[src/rtl/fp_pkg.sv]
// Shared widths, exponent constants and state encoding for the
// iterative single-precision FP units.
package fp_pkg;

    localparam int EXP_W  = 8;
    localparam int FRAC_W = 23;
    localparam int MANT_W = 27;
    localparam int ADD_W  = 29;

    localparam logic [EXP_W-1:0] EXP_DENORM = 8'd1;
    localparam logic [EXP_W-1:0] EXP_INF    = 8'd255;

    typedef enum logic [2:0] {
        S_IDLE  = 3'd0,
        S_ALIGN = 3'd1,
        S_ADD   = 3'd2,
        S_NORM  = 3'd3,
        S_ROUND = 3'd4,
        S_DONE  = 3'd5
    } fp_sub_state_t;

endpackage

[src/rtl/fp_round_pack.sv]
// Round-to-nearest-even on a {hidden, frac, G, R, S} mantissa and pack
// into an IEEE754 single, handling denormal promotion and overflow.
module fp_round_pack
    import fp_pkg::*;
(
    input  logic              sign_i,
    input  logic [EXP_W-1:0]  exp_i,
    input  logic [MANT_W-1:0] mant_i,
    output logic [31:0]       word_o
);

    logic              up;
    logic [24:0]       rnd;
    logic [EXP_W:0]    efield;
    logic [EXP_W:0]    eout;
    logic [FRAC_W-1:0] frac;

    always_comb begin
        up = (mant_i[2:0] > 3'd4) || ((mant_i[2:0] == 3'd4) && mant_i[3]);
        rnd = {1'b0, mant_i[MANT_W-1:3]} + {24'd0, up};
        // No hidden bit means a denormal (or zero): field is 0 until
        // rounding carries into the hidden position.
        efield = mant_i[MANT_W-1] ? {1'b0, exp_i} : '0;
        eout = efield
             + {{EXP_W{1'b0}}, rnd[24] | (rnd[23] & ~mant_i[MANT_W-1])};
        frac = rnd[24] ? rnd[23:1] : rnd[22:0];
        if (eout >= {1'b0, EXP_INF}) begin
            word_o = {sign_i, EXP_INF, {FRAC_W{1'b0}}};
        end else begin
            word_o = {sign_i, eout[EXP_W-1:0], frac};
        end
    end

endmodule

[src/rtl/fp_subtractor_seq.sv]
// Iterative IEEE754 single-precision subtractor d = a - b using
// one-bit-per-cycle alignment and normalization shifts.
module fp_subtractor_seq
    import fp_pkg::*;
#(
    parameter int MAX_ALIGN = 27
) (
    input  logic        clk,
    input  logic        rst_n,
    input  logic        in_valid,
    output logic        in_ready,
    input  logic [31:0] a,
    input  logic [31:0] b,
    output logic        out_valid,
    input  logic        out_ready,
    output logic [31:0] d
);

    localparam int CNT_W = $clog2(MAX_ALIGN + 1);
    localparam logic [CNT_W-1:0] K_MAX = CNT_W'(MAX_ALIGN);

    fp_sub_state_t state_q, state_d;

    logic              sgn_big_q, sgn_big_d;
    logic              sgn_sml_q, sgn_sml_d;
    logic              res_sgn_q, res_sgn_d;
    logic [MANT_W-1:0] big_q, big_d;
    logic [MANT_W-1:0] sml_q, sml_d;
    logic [MANT_W:0]   res_q, res_d;
    logic [EXP_W-1:0]  exp_q, exp_d;
    logic [CNT_W-1:0]  cnt_q, cnt_d;
    logic [31:0]       d_q, d_d;

    logic [EXP_W-1:0]  ea, eb, diff;
    logic [MANT_W-1:0] ma, mb;
    logic              a_big;
    logic [CNT_W-1:0]  k;
    logic [ADD_W-1:0]  va, vb, sum, mag;
    logic [31:0]       packed_w;

    always_comb begin
        ea = (a[30:23] == '0) ? EXP_DENORM : a[30:23];
        eb = (b[30:23] == '0) ? EXP_DENORM : b[30:23];
        ma = {|a[30:23], a[22:0], 3'b000};
        mb = {|b[30:23], b[22:0], 3'b000};
        a_big = ea >= eb;
        diff = a_big ? ea - eb : eb - ea;
        k = (int'(diff) > MAX_ALIGN) ? K_MAX : diff[CNT_W-1:0];
    end

    // Two's complement add of sign-magnitude mantissas
    always_comb begin
        va = {2'b00, big_q};
        vb = {2'b00, sml_q};
        if (sgn_big_q) va = ~va + ADD_W'(1);
        if (sgn_sml_q) vb = ~vb + ADD_W'(1);
        sum = va + vb;
        mag = sum[ADD_W-1] ? ~sum + ADD_W'(1) : sum;
    end

    fp_round_pack u_round (
        .sign_i (res_sgn_q),
        .exp_i  (exp_q),
        .mant_i (res_q[MANT_W-1:0]),
        .word_o (packed_w)
    );

    always_comb begin
        state_d   = state_q;
        sgn_big_d = sgn_big_q;
        sgn_sml_d = sgn_sml_q;
        res_sgn_d = res_sgn_q;
        big_d     = big_q;
        sml_d     = sml_q;
        res_d     = res_q;
        exp_d     = exp_q;
        cnt_d     = cnt_q;
        d_d       = d_q;
        unique case (state_q)
            S_IDLE: begin
                if (in_valid) begin
                    sgn_big_d = a_big ? a[31] : ~b[31];
                    sgn_sml_d = a_big ? ~b[31] : a[31];
                    big_d     = a_big ? ma : mb;
                    sml_d     = a_big ? mb : ma;
                    exp_d     = a_big ? ea : eb;
                    cnt_d     = k;
                    state_d   = (k != '0) ? S_ALIGN : S_ADD;
                end
            end
            S_ALIGN: begin
                sml_d = {1'b0, sml_q[MANT_W-1:1]};
                sml_d[0] = sml_q[1] | sml_q[0];
                cnt_d = cnt_q - CNT_W'(1);
                if (cnt_q == CNT_W'(1)) state_d = S_ADD;
            end
            S_ADD: begin
                res_sgn_d = sum[ADD_W-1];
                res_d     = mag[MANT_W:0];
                if (mag == '0) begin
                    res_sgn_d = 1'b0;
                    exp_d     = '0;
                    state_d   = S_ROUND;
                end else if (mag[MANT_W]) begin
                    state_d = S_NORM;
                end else if (mag[MANT_W-1] || exp_q == EXP_DENORM) begin
                    state_d = S_ROUND;
                end else begin
                    state_d = S_NORM;
                end
            end
            S_NORM: begin
                if (res_q[MANT_W]) begin
                    res_d = {1'b0, res_q[MANT_W:2], res_q[1] | res_q[0]};
                    exp_d = exp_q + EXP_W'(1);
                    state_d = S_ROUND;
                end else begin
                    res_d = {res_q[MANT_W-1:0], 1'b0};
                    exp_d = exp_q - EXP_W'(1);
                    if (res_q[MANT_W-2] || exp_q == EXP_W'(2)) begin
                        state_d = S_ROUND;
                    end
                end
            end
            S_ROUND: begin
                d_d     = packed_w;
                state_d = S_DONE;
            end
            S_DONE: begin
                if (out_ready) state_d = S_IDLE;
            end
            default: state_d = S_IDLE;
        endcase
    end

    always_ff @(posedge clk or negedge rst_n) begin
        if (!rst_n) begin
            state_q   <= S_IDLE;
            sgn_big_q <= 1'b0;
            sgn_sml_q <= 1'b0;
            res_sgn_q <= 1'b0;
            big_q     <= '0;
            sml_q     <= '0;
            res_q     <= '0;
            exp_q     <= '0;
            cnt_q     <= '0;
            d_q       <= '0;
        end else begin
            state_q   <= state_d;
            sgn_big_q <= sgn_big_d;
            sgn_sml_q <= sgn_sml_d;
            res_sgn_q <= res_sgn_d;
            big_q     <= big_d;
            sml_q     <= sml_d;
            res_q     <= res_d;
            exp_q     <= exp_d;
            cnt_q     <= cnt_d;
            d_q       <= d_d;
        end
    end

    assign in_ready  = (state_q == S_IDLE);
    assign out_valid = (state_q == S_DONE);
    assign d         = d_q;

endmodule

[config.mk]
export PLATFORM = sky130hd
export DESIGN_NAME = fp_subtractor_seq
export DESIGN_NICKNAME = d
export VERILOG_FILES = /design/src/rtl/fp_pkg.sv /design/src/rtl/fp_round_pack.sv /design/src/rtl/fp_subtractor_seq.sv
export SDC_FILE = /design/constraint.sdc
export NUM_CORES = 1
export LEC_CHECK = 0
export ABC_AREA = 0
export BUFFER_PORTS_ARGS = -buffer_cell sky130_fd_sc_hd__buf_2
export CAP_MARGIN = 5
export CORE_MARGIN = 4
export CORE_UTILIZATION = 35
export DETAILED_ROUTE_END_ITERATION = 10
export PLACE_DENSITY_LB_ADDON = 0.05
export SYNTH_ARGS = -nofsm -noshare
export SYNTH_HDL_FRONTEND = slang
export SYNTH_HIERARCHICAL = 1
export SYNTH_SLANG_ARGS = --single-unit
[constraint.sdc]
create_clock -name clk -period 6.2 [get_ports clk]
set_clock_uncertainty 0.2 [all_clocks]
set_input_delay 0.31 -clock clk [delete_from_list [all_inputs] [get_ports clk]]
set_output_delay 0.31 -clock clk [all_outputs]
set_load 0.01 [all_outputs]
Word-level counts from Yosys, hierarchy flattened:

Cells that the tools add are included.
W data, S select, Z words.

* shift operators: 0
* muxes and demuxes: 36
* bitwise gates (word level): 9
* multiply operators: 0
* eq/ne operators: 14
* $add $sub $neg: 11
* reductions and logical operators: 18
* order comparisons: 4
* div/mod/pow operators: 0

Operator list (count)
* $add A29 B1 Y29 const B: 3
* $mux W29: 3
* $mux W27: 3
* $mux W8: 8
* $not A27 Y29: 2
* $pmux W28 S2: 1
* $pmux W27 S2: 1
* $mux W31: 1
* $add A29 B29 Y29: 1
* $logic_not A29 Y1: 1
* $not A29 Y29: 1
* $mux W28: 1
* $add A24 B1 Y25: 1
* $mux W3: 8
* $pmux W8 S3: 1
* $mux W23: 1
* $pmux W3 S6: 1
* $logic_not A8 Y1: 2
* $reduce_or A8 Y1: 2
* $sub A8 B8 Y8: 2
* $mux W5: 2
* $pmux W5 S2: 1
* $add A9 B1 Y9: 1
* $eq A3 B3 Y1 const B: 3
* other kinds (29): 41

* memory bits (read-only): 0
* bits in writable memories: 0
* memories kept: 0
* output and inout port bits: 34
* input bits: 68
* flip-flop bits (word level): 133
* word-level logic and storage cells: 102
* latch bits: 0

Logic depth before layout (Yosys ltp):

Gate-level depths: netlist of the first run.

* depth in word-level cells: 12
* mapped depth: 24
* gate-level depth less buffers: 21

Hierarchy:

The synthesis of the first run kept the hierarchy.

Modules (own cells, without submodules)
* fp_subtractor_seq: times used 1, sequential area each 3253.1 sq um, area an instance 11138.2 sq um, cells each 1348
* fp_round_pack: times used 1, sequential area each 0.0 sq um, area an instance 987.2 sq um, cells each 139

Worst setup path before layout of the first run:

OpenSTA, ideal clock, no wires.

* path type: register to register
* from: reg sml_q[2]
* to: reg exp_q[1]
* period minus slack after synthesis: 6.171 ns
* path buffers: 2
* path slack: 0.029 ns
* arrival time: 5.844 ns
* stages on the path, launching flop included: 22
* data required time: 5.872 ns
* library setup time: 0.128 ns
* cell sequence: dfrtp_1 buf_2 nor4_1 nand2_1 or4_1 or3_1 o21ai_0 xnor2_1 ha_1 clkbuf_1 a21oi_1 a21boi_0 nor4_2 a211oi_1 a31oi_1 nand2_1 or4_1 a211o_1 a2111oi_2 nand4_2 a21boi_4 mux2_1

* longest elaborated chain between the ends: 10

RTL lines
* start, declared: RTL line fp_subtractor_seq.sv:28 `logic [MANT_W-1:0] sml_q, sml_d;`
* start signal, assigned: RTL line fp_subtractor_seq.sv:154 `sml_q <= sml_d;`
* $not A27 Y29: RTL line fp_subtractor_seq.sv:56 `if (sgn_sml_q) vb = ~vb + ADD_W'(1);`
* $add A29 B1 Y29: RTL line fp_subtractor_seq.sv:56
* $mux W29 *: RTL line fp_subtractor_seq.sv:56
* $add A29 B29 Y29 *: RTL line fp_subtractor_seq.sv:57 `sum = va + vb;`
* $not A29 Y29: RTL line fp_subtractor_seq.sv:58 `mag = sum[ADD_W-1] ? ~sum + ADD_W'(1) : sum;`
* $add A29 B1 Y29: RTL line fp_subtractor_seq.sv:58
* $mux W29 *: RTL line fp_subtractor_seq.sv:58
* $logic_not A29 Y1 *: RTL line fp_subtractor_seq.sv:100 `if (mag == '0) begin`
* $ne A2 B2 Y1 (no source line) *
* $reduce_and A3 Y1 (no source line) *
* end signal, assigned: RTL line fp_subtractor_seq.sv:156 `exp_q <= exp_d;`
* end, declared: RTL line fp_subtractor_seq.sv:30 `logic [EXP_W-1:0] exp_q, exp_d;`

Every way passes the cells marked *; elsewhere a longest branch is shown, timed or not.
A chain may end at the register's enable or synchronous reset.

Worst setup path after layout of the first run:

* from: reg sml_q[0]
* to: reg exp_q[1]

Same word-level chain as after synthesis.

==> key figures, run 1 <==
Outcome
  • Status: finished, final reports clean

Die
  • Site Rows: 67
  • Die H: 194.1 um
  • Die area: 0.03769 mm^2
  • Placeable core area: 0.03387 mm^2
  • Die Width: 194.1 um
  • Initial Util: 0.3580
  • # IOs: 102

Synthesis
  • YS warnings: 6
  • Cells after synthesis: 1487
  • Sequential area share after synthesis: 0.2683
  • Primary FF master, synth: dfrtp_1
  • Post-synthesis cell area: 0.01213 mm^2
  • Post-synth cell types: 90
  • Mapped Nets: 1610
  • Syn_area_per_cell: 8.154 um^2
  • Flops & latches, synth: 130
  • Fraction of registers with async set or reset after synthesis: 1.000
  • Post-synth EDFFs: 0

Critical path
  • Reg-to-Reg End: exp_q[1]
  • Critical path peak fanout: 11
  • Crit. End Element: flop
  • Worst setup path start: sml_q[0]
  • R2R cell count: 21
  • Largest stage delay on the critical path: 0.59 ns
  • R2R Path Start: sml_q[0]
  • Flop2flop setup slack: 0.25 ns
  • Critical Path AT: 6.08 ns
  • Startpoint types: flop
  • Crit path max-delay cell type: or4_4
  • CP cell instances: inv_1 -> ha_1 -> or4b_4 -> or4_4 -> or2_4 -> or3_4 -> o21ai_2 -> xnor2_1 -> ha_1 -> and3_1 -> a221o_1 -> a21oi_4 -> and3_1 -> nor2_1 -> buf_4 -> o21ai_0 -> o2111ai_1 -> a2111oi_4 -> nand4_2 -> a21boi_4 -> mux2_1
  • WP data required: 6.33 ns
  • WS Path Type: flop to flop

Power and ir drop
  • VDD IR max: 192.1 uV
  • Comb pwr share: 0.118
  • Leak pwr: 0.006693 uW
  • Switching part of the total: 0.2545
  • Pwr/cell area: 135.2 mW/mm^2
  • Clock Power Share: 0.461
  • Fraction of power consumed by sequential logic: 0.421
  • Sw Pwr: 513.5 uW
  • Pint: 1504 uW

Cells and area
  • Storage cell area: 0.003253 mm^2
  • FILL cells: 3429
  • Commonest non-fill, non-tap cell in the layout: nand2_1
  • Most frequent cells in the layout: 172 x nand2_1, 155 x o21ai_0, 130 x dfrtp_1
  • # nets final: 1794
  • Synthesis-to-layout area growth: 23.07%
  • Ant diodes: 0
  • Share of post-route cells with drive strength above 1: 0.2062
  • Multi-input gate area: 0.008514 mm^2

Timing
  • Final Setup Violations: 0
  • Relative slew slack: 0.2781
  • Slew Limit Fails: 0
  • Fmax: 167.9 MHz
  • Final Worst Setup Slack: 0.2452 ns
  • Final min period: 5.955 ns
  • Final hold slack: 0.005085 ns
  • Slew at the pin closest to its max-slew limit: 1.055 ns
  • Final Hold Vio Count: 0
  • Final period utilization: 0.9605

Job
  • # Max-Cap Violations: 0

Place
  • Port bufs: 101
  • Pre-CTS setup slack: -0.09088 ns
  • GPL Wtd Cong: 0.8602
  • Final HPWL from detailed placement: 27.18 mm

Clock network
  • Worst-Skew Late Latency: 0.44 ns
  • Root Driver: clkbuf_16
  • CTS tree: done
  • CTS clk-pin slew, worst paths: 0.07 ns
  • Num CTS Buffers: 17
  • H-tree depth: 4
  • CTS sink cnt: 130
  • CTS Buffer Depth: 2

Routing
  • Final WL: 35.54 mm
  • Wire per inst: 16.68 um
  • DRC: 0
  • First-pass DRT Iterations: 5
  • Vias: 11312
  • Vias per inst: 5.308
  • Initial DRC count: 542
  • Routed Antenna Nets: 0

Min path
  • WHS Path Cells: 4
  • Worst Hold Launch: b[31]
  • Hold Path Sink: sgn_sml_q
  • HP Class: input port to flop

GRT
  • Largest net degree at the start of global routing: 83
  • Initial antenna violation count: 0
  • Vias in the first global route: 11075
  • Gr usage total: 0.1876
  • GRT Residual Overflow: 0
  • First-pass GRT wire length: 58.91 mm
logic make-up after synthesis:
kind of cell | share of synthesized area
xor gates and xnor gates | 0.08730
and+or+nand+nor | 0.2168
DFF | 0.2683
AOI/OAI and AO/OA | 0.2182
muxes | 0.1038
buffers and inverters | 0.04695
adders and majority gates | 0.05861
cell usage after synthesis (36+ instances only):
master | instances | area (um^2)
a21oi_1 | 69 | 345.3
clkbuf_1 | 76 | 285.3
dfrtp_1 | 130 | 3253
ha_1 | 52 | 650.6
inv_1 | 42 | 157.7
mux2_2 | 37 | 416.7
mux2i_1 | 83 | 830.8
nand2_1 | 173 | 649.4
nor2_1 | 91 | 341.6
o21ai_0 | 160 | 800.8
xnor2_1 | 83 | 727.0
xor2_1 | 36 | 315.3
metal layers:
metal	track usage	vias to the layer above	part of all wire
met4	0.04844	0	0.016
met5	0	-	0
li1	-	5790	-
met1	0.2653	5332	0.50
met3	0.02832	26	0.025
met2	0.3013	164	0.46
metrics by stage:
step / util / total power [uW] / setup TNS, ns / instances / instance area, um^2
4_1_cts: 0.4347 / 2046 / 0 / 2127 / 14720
2_1_floorplan: - / 984.4 / 0 / 1487 / 12130
3_5_place_dp: 0.3981 / 1059 / -0.2829 / 2027 / 13480
5_1_grt: 0.4406 / 2110 / -0.02586 / 2131 / 14920
6_report: 0.4406 / 2018 / 0 / 2131 / 14920
3_3_place_gp: 0.3981 / 1057 / -0.05290 / 2027 / 13480
power by group through the flow:
stage          registers (uW)  logic (uW)  clock network [uW]
3_3_place_gp              864         193                   0
6_report                  849         238                 931
4_1_cts                   849         240                 958
5_1_grt                   848         265                 997
2_1_floorplan             864         120                   0
3_5_place_dp              864         195                   0
critical path: cells and delay by family, from the launching register on:
family / cells / cell delay, ns
multiplexers: 1 / 0.34
AO/OA/AOI/OAI: 7 / 1.74
flip-flops: 1 / 0.39
adder cells (fa/ha/maj): 2 / 0.46
XOR/XNOR: 1 / 0.13
AND/OR/NAND/NOR: 8 / 2.33
buffers and inverters: 2 / 0.25
flip-flops by register name, summed over array words and instances, names as in the netlist, 3 cells and up:
| signal | count |
|---|---|
| big_q | 24 |
| cnt_q | 5 |
| d | 32 |
| exp_q | 8 |
| res_q | 28 |
| sml_q | 27 |
| state_q | 3 |
worst max-delay path by stage:
stage | endpoint | slack [ns] | cells after the start
finish | exp_q[1] | 0.25 | 21
global route | exp_q[1] | -0.03 | 19
CTS | exp_q[1] | 0.05 | 20
detailed placement | exp_q[1] | -0.09 | 21
global placement | exp_q[1] | -0.03 | 20
floorplan | exp_q[1] | 0.03 | 21
area by class of cell:
| class | count | share of cell area |
|---|---|---|
| Clock inverter | 9 | 0.003941 |
| Timing Repair Buffer | 263 | 0.1274 |
| Tap cell | 448 | 0.03756 |
| Sequential cell | 130 | 0.2180 |
| Clock buffer | 22 | 0.03178 |
| Inverter | 43 | 0.01082 |
| Multi-Input combinational cell | 1216 | 0.5706 |
repair_timing:
action / 4_1_cts / 5_1_grt
pin swaps: 1 / 13
hold buffers: 69 / 0
gates resized for setup: 3 / 35
setup buffers: 0 / 4
hold endpoints to repair: 127 / 0
setup endpoints to repair: 10 / 12
cloned: 0 / 0
(Power assumes the default switching activity.)
==> run 2: changes to the inputs <==
- ABC_AREA: 0 -> not set
- GPL_TIMING_DRIVEN: not set -> 0
==> key figures, run 2 (synthesized netlist as in run 1, its figures left out) <==
Critical path
  • Crit path max-delay cell type: or4_4
  • Critical path peak fanout: 10 (-1)
  • Crit path max-delay family: simple AND/OR/NAND/NOR gates
  • Critical Path AT: 6.14 ns (+0.06 ns)
  • WS Path Type: flop to flop
  • WP data required: 6.32 ns (about the same)
  • Crit. End Element: flop
  • Largest stage delay on the critical path: 0.46 ns (-0.13 ns)
  • WP buf/inv: 1 (-1)
  • CP cell instances: buf_4 -> nor4_4 -> nand2_1 -> or4_4 -> or3_4 -> or2_4 -> o41ai_4 -> xnor2_2 -> ha_4 -> a21oi_4 -> o21ai_1 -> a221o_1 -> a21oi_4 -> a21oi_2 -> or2_4 -> o32a_1 -> a2111o_1 -> nor4_2 -> nand4_2 -> a21boi_4 -> mux2_1
  • Startpoint types: flop

Place
  • Port bufs: 101 (unchanged)
  • Final HPWL from detailed placement: 29.79 mm (+9.6%)
  • Pre-CTS setup slack: -1.222 ns (-1.131 ns)
  • GPL Wtd Cong: 0.8571 (-0.36%)

Die
  • Site Rows: 67 (unchanged)
  • Placeable core area: 0.03387 mm^2 (unchanged)
  • Die Width: 194.1 um (unchanged)
  • Die area: 0.03769 mm^2 (unchanged)
  • Initial Util: 0.3580 (unchanged)
  • # IOs: 102 (unchanged)
  • Die H: 194.1 um (unchanged)

Cells and area
  • Most frequent cells in the layout: 170 x nand2_1, 151 x o21ai_0, 127 x dfrtp_1
  • Commonest non-fill, non-tap cell in the layout: nand2_1
  • Ant diodes: 0 (unchanged)
  • Max reg flops: 32 (unchanged)
  • Synthesis-to-layout area growth: 26.13%
  • Share of post-route cells with drive strength above 1: 0.2029 (-0.003255)
  • # nets final: 1820 (+1.4%)

Timing
  • Fmax: 166.3 MHz (-0.98%)
  • Final min period: 6.014 ns (+0.05891 ns)
  • Final Setup Violations: 0 (unchanged)
  • Final Hold Vio Count: 0 (unchanged)
  • Slew Limit Fails: 0 (unchanged)
  • Final Worst Setup Slack: 0.1863 ns (-0.05891 ns)
  • Setup TNS Final: 0 ns (unchanged)
  • Relative slew slack: 0.2249 (-0.05319)
  • Slew at the pin closest to its max-slew limit: 1.160 ns (+0.1046 ns)
  • Final period utilization: 0.9700 (+0.009502)

Outcome
  • Status: finished, final reports clean

Clock network
  • H-tree depth: 4 (unchanged)
  • CTS tree: done
  • Num CTS Buffers: 17 (unchanged)
  • CTS clk-pin slew, worst paths: 0.06 ns (about the same)
  • Root Driver: clkbuf_16
  • CTS Buffer Depth: 2 (unchanged)
  • Worst-Skew Late Latency: 0.44 ns (about the same)
  • CTS sink cnt: 130 (unchanged)

Routing
  • First-pass DRT Iterations: 5 (unchanged)
  • Vias: 11586 (+2.4%)
  • Final WL: 38.40 mm (+8.0%)
  • Routed Antenna Nets: 0 (unchanged)
  • DRC: 0 (unchanged)
  • Initial DRC count: 383 (-29%)
  • Vias per inst: 5.369 (+1.1%)
  • Wire per inst: 17.79 um (+6.7%)

Job
  • # Max-Cap Violations: 0 (unchanged)

Power and ir drop
  • VDD IR max: 192.9 uV (+0.43%)
  • Tot Pwr: 2132 uW (+5.6%)
  • Leak pwr: 0.006662 uW (-0.46%)
  • Pwr/cell area: 139.4 mW/mm^2 (+3.1%)

GRT
  • Initial antenna violation count: 1 (+1)
  • Vias in the first global route: 11332 (+2.3%)
  • First-pass GRT wire length: 62.02 mm (+5.3%)
  • Largest net degree at the start of global routing: 81 (-2.4%)
  • GRT Residual Overflow: 0 (unchanged)
  • Gr usage total: 0.2005 (+0.01288)

Min path
  • HP Class: input port to flop
-- run 2: layout make-up --
class / instances / area (um^2)
Timing Repair Buffer: 204 / 1480
Clock buffer: 24 / 501.7
Inverter: 43 / 163.9
Fill cell: 3426 / 18570
Clock inverter: 8 / 98.84
Sequential cell: 130 / 3257
Buffer: 85 / 400.4
Multi-Input combinational cell: 1216 / 8831
Tap cell: 448 / 560.5
-- run 2: routing by layer --
metal	share of wire	wire length [um]	track usage
met1	0.47	18180	0.2706
met2	0.48	18250	0.3370
met3	0.030	1135	0.02798
met4	0.021	822	0.05625
met5	0.00034	13	0
-- run 2: per-stage QoR --
step	cells	utilization	hold WS, ns	cell area [um^2]
after floorplan	1487	-	-0.1856	12130
after global placement	2036	0.3895	0.2843	13190
after detailed placement	2037	0.3905	0.2124	13230
after CTS	2148	0.4391	0.002352	14870
after global routing	2158	0.4516	0.02511	15290
final	2158	0.4516	0.03278	15290
-- run 2: what timing repair did --
action | in CTS | in global routing
resized for setup | 63 | 70
pin swaps | 16 | 26
setup endpoints to repair | 37 | 19
hold buffers | 71 | 0
endpoints found under the hold margin | 126 | 0
buffers inserted | 14 | 16
gates cloned | 0 | 1
-- run 2: report_power, final --
part	internal (uW)	total [uW]	switching [uW]	leakage (uW)
sequential	849	849	0	0.00176
combinational	122	250	127	0.00460
clock	644	1030	389	0.000293
-- run 2: final timing paths --
check | start | to | slack, ns | cells after the start
setup / recovery | sml_q[2] | exp_q[1] | 0.19 | 21
hold / removal | a[0] | sml_q[3] | 0.03 | 3
setup reg to reg | sml_q[2] | exp_q[1] | 0.19 | 21
hold reg to reg | cnt_q[4] | cnt_q[4] | 0.29 | 1
max in group asynchronous | rst_n | sgn_sml_q | 4.72 | 3
min in group asynchronous | rst_n | d[8] | 0.29 | 2
-- run 2: worst register-to-register path, cell delays in order (launching register included) --
cell	delay, ns
dfrtp_1	0.35
buf_4	0.18
nor4_4	0.29
nand2_1	0.10
or4_4	0.46
or3_4	0.39
or2_4	0.30
o41ai_4	0.28
xnor2_2	0.18
ha_4	0.26
a21oi_4	0.15
o21ai_1	0.12
a221o_1	0.38
a21oi_4	0.23
a21oi_2	0.10
or2_4	0.29
o32a_1	0.33
a2111o_1	0.34
nor4_2	0.29
nand4_2	0.19
a21boi_4	0.18
mux2_1	0.32
==> run 3: changes to the inputs <==
- CORE_UTILIZATION: 35 -> 39
==> key figures, run 3 (synthesized netlist as in run 1, its figures left out) <==
Outcome
  • Status: finished, final reports clean

Critical path
  • CP cell instances: inv_4 -> ha_4 -> or4b_4 -> or4_4 -> or2_4 -> or3_4 -> o21ai_4 -> xnor2_2 -> ha_1 -> and3_4 -> a221o_1 -> a21oi_4 -> a21oi_4 -> or2_1 -> o32a_1 -> a2111o_1 -> nor4_2 -> nand4_2 -> a21boi_4 -> mux2_4
  • Cell mode on critical path: a21oi_4
  • Critical Path AT: 6.20 ns (+0.06 ns)
  • Crit path max-delay cell type: or4_4
  • R2R cell count: 20 (-4.8%)
  • R2R Path Start: sml_q[0]
  • Largest stage delay on the critical path: 0.54 ns (+0.08 ns)
  • WP data required: 6.32 ns (about the same)
  • Reg-to-Reg End: exp_q[1]
  • WP buf/inv: 1 (unchanged)
  • Startpoint types: flop
  • Levels on crit path: 20 (-4.8%)
  • Crit path max-delay family: simple AND/OR/NAND/NOR gates
  • Critical path peak fanout: 5 (-5)
  • Flop2flop setup slack: 0.12 ns (-0.07 ns)
  • WS Path Type: flop to flop
  • Crit. End Element: flop

Job
  • # Max-Cap Violations: 0 (unchanged)

Power and ir drop
  • Leak pwr: 0.006634 uW (-0.41%)
  • Pwr/cell area: 140.9 mW/mm^2 (+1.1%)
  • Tot Pwr: 2134 uW (+0.11%)
  • Switching part of the total: 0.2426 (about the same)
  • Fraction of power consumed by sequential logic: 0.398 (about the same)
  • Comb pwr share: 0.116 (about the same)
  • Clock Power Share: 0.486 (about the same)
  • VDD IR max: 178.1 uV (-7.7%)
  • Sw Pwr: 517.7 uW (+0.14%)
  • Pint: 1616 uW (+0.11%)

Routing
  • Initial DRC count: 604 (+58%)
  • First-pass DRT Iterations: 5 (unchanged)
  • Routed Antenna Nets: 0 (unchanged)
  • Vias: 11563 (-0.20%)
  • Vias per inst: 5.506 (+2.6%)
  • Final WL: 37.15 mm (-3.3%)
  • DRC: 0 (unchanged)
  • Wire per inst: 17.69 um (-0.58%)

Die
  • # IOs: 102 (unchanged)
  • Site Rows: 64 (-4.5%)
  • Die H: 184.3 um (-5.1%)
  • Die Width: 184.3 um (-5.1%)
  • Die area: 0.03398 mm^2 (-9.8%)
  • Initial Util: 0.3954 (+0.03733)
  • Placeable core area: 0.03067 mm^2 (-9.4%)

Min path
  • WHS Path Cells: 3 (unchanged)
  • HP Class: input port to flop
  • Hold Path Sink: big_q[7]
  • Worst Hold Launch: b[4]

Clock network
  • CTS sink cnt: 130 (unchanged)
  • Worst-Skew Late Latency: 0.44 ns (about the same)
  • Num CTS Buffers: 17 (unchanged)
  • CTS tree: done
  • H-tree depth: 4 (unchanged)
  • Root Driver: clkbuf_16
  • CTS clk-pin slew, worst paths: 0.06 ns (about the same)
  • CTS Buffer Depth: 2 (unchanged)

Place
  • GPL Wtd Cong: 0.8785 (+2.5%)
  • Port bufs: 101 (unchanged)
  • Pre-CTS setup slack: -1.187 ns (+0.03437 ns)
  • Final HPWL from detailed placement: 28.61 mm (-3.9%)

Timing
  • Final period utilization: 0.9810 (+0.01106)
  • RSZ-0062 raised after global routing: yes
  • Final Setup Violations: 0 (unchanged)
  • Final Hold Vio Count: 0 (unchanged)
  • Final Worst Setup Slack: 0.1177 ns (-0.06854 ns)
  • Fmax: 164.4 MHz (-1.1%)
  • Setup TNS Final: 0 ns (unchanged)
  • Slew Limit Fails: 0 (unchanged)
  • Slew at the pin closest to its max-slew limit: 1.044 ns (-0.1156 ns)
  • Relative slew slack: 0.3022 (+0.07724)
  • Final min period: 6.082 ns (+0.06854 ns)

Cells and area
  • Commonest non-fill, non-tap cell in the layout: nand2_1
  • Ant diodes: 0 (unchanged)
  • # nets final: 1815 (-0.27%)
  • Most frequent cells in the layout: 171 x nand2_1, 149 x o21ai_0, 125 x dfrtp_1
  • Share of post-route cells with drive strength above 1: 0.1995 (-0.003393)
  • Synthesis-to-layout area growth: 24.88%
  • Max reg flops: 32 (unchanged)

GRT
  • Vias in the first global route: 11316 (-0.14%)
  • GRT Residual Overflow: 0 (unchanged)
  • Largest net degree at the start of global routing: 70 (-14%)
  • Gr usage total: 0.2194 (+0.01886)
  • Initial antenna violation count: 0 (-1)
  • First-pass GRT wire length: 60.40 mm (-2.6%)
-- run 3: changes by cell type in the layout (fill, tap and decap cells not counted), moves of 2 or more --
cell           before  now
a21oi_1            60   62
dfrtp_1           127  125
clkbuf_8            6    2
o21ai_1             6    8
dlygate4sd3_1      71   66
buf_4              37   32
dfrtp_2             3    5
ha_4                7    5
o21ai_0           151  149
clkbuf_1           58   61
ha_1               42   44
-- run 3: worst max-delay path by stage --
stage / endpoint / start / slack [ns]
finish: exp_q[1] / sml_q[0] / 0.12
global route: exp_q[6] / sml_q[0] / -0.03
CTS: exp_q[1] / sml_q[2] / 0.01
detailed placement: exp_q[1] / sml_q[0] / -1.19
global placement: exp_q[1] / sml_q[3] / -1.13
floorplan: exp_q[1] / sml_q[2] / 0.03
-- run 3: per-layer routing --
metal | global-route usage | part of all wire
met5 | 0 | 0
met4 | 0.08075 | 0.032
met3 | 0.03118 | 0.034
met2 | 0.3606 | 0.47
met1 | 0.2943 | 0.47
-- run 3: final cells by class --
type                    count  area [um^2]
clock inverters            10        133.9
repair buffers            196         1411
fillers                  3056        15530
inverters                  43        163.9
clock buffers              21        460.4
well taps                 396        495.5
plain buffers              88        396.6
flip-flops and latches    130         3259
multi-input cells        1216         8821
-- run 3: repair_timing --
action                                  in CTS  in global routing
endpoints found under the hold margin      104                  0
buffers inserted                            14                 14
hold buffers                                66                  0
resized for setup                           54                 78
endpoints found under the setup margin      34                 20
pin swaps                                   13                 20
-- run 3: power by group through the flow --
stage               logic, uW  registers (uW)  clock network (uW)
floorplan                 120             864                   0
global placement          200             864                   0
detailed placement        204             864                   0
CTS                       247             849                1070
global route              275             848                1100
finish                    248             849                1040
-- run 3: worst min-delay path: cells and delay by family --
kind,cells,cell delay (ns)
AOI/OAI and AO/OA,1,0.16
buffers and inverters,1,0.09
muxes,1,0.05
-- run 3: stage by stage --
| step | hold slack [ns] | utilization | instance area [um^2] | instances |
|---|---|---|---|---|
| 2_1_floorplan | -0.1856 | - | 12130 | 1487 |
| 3_3_place_gp | 0.2847 | 0.4280 | 13130 | 1984 |
| 3_5_place_dp | 0.1324 | 0.4291 | 13160 | 1985 |
| 4_1_cts | 0.0007171 | 0.4800 | 14720 | 2090 |
| 5_1_grt | 0.01652 | 0.4937 | 15140 | 2100 |
| 6_report | 0.009274 | 0.4937 | 15140 | 2100 |
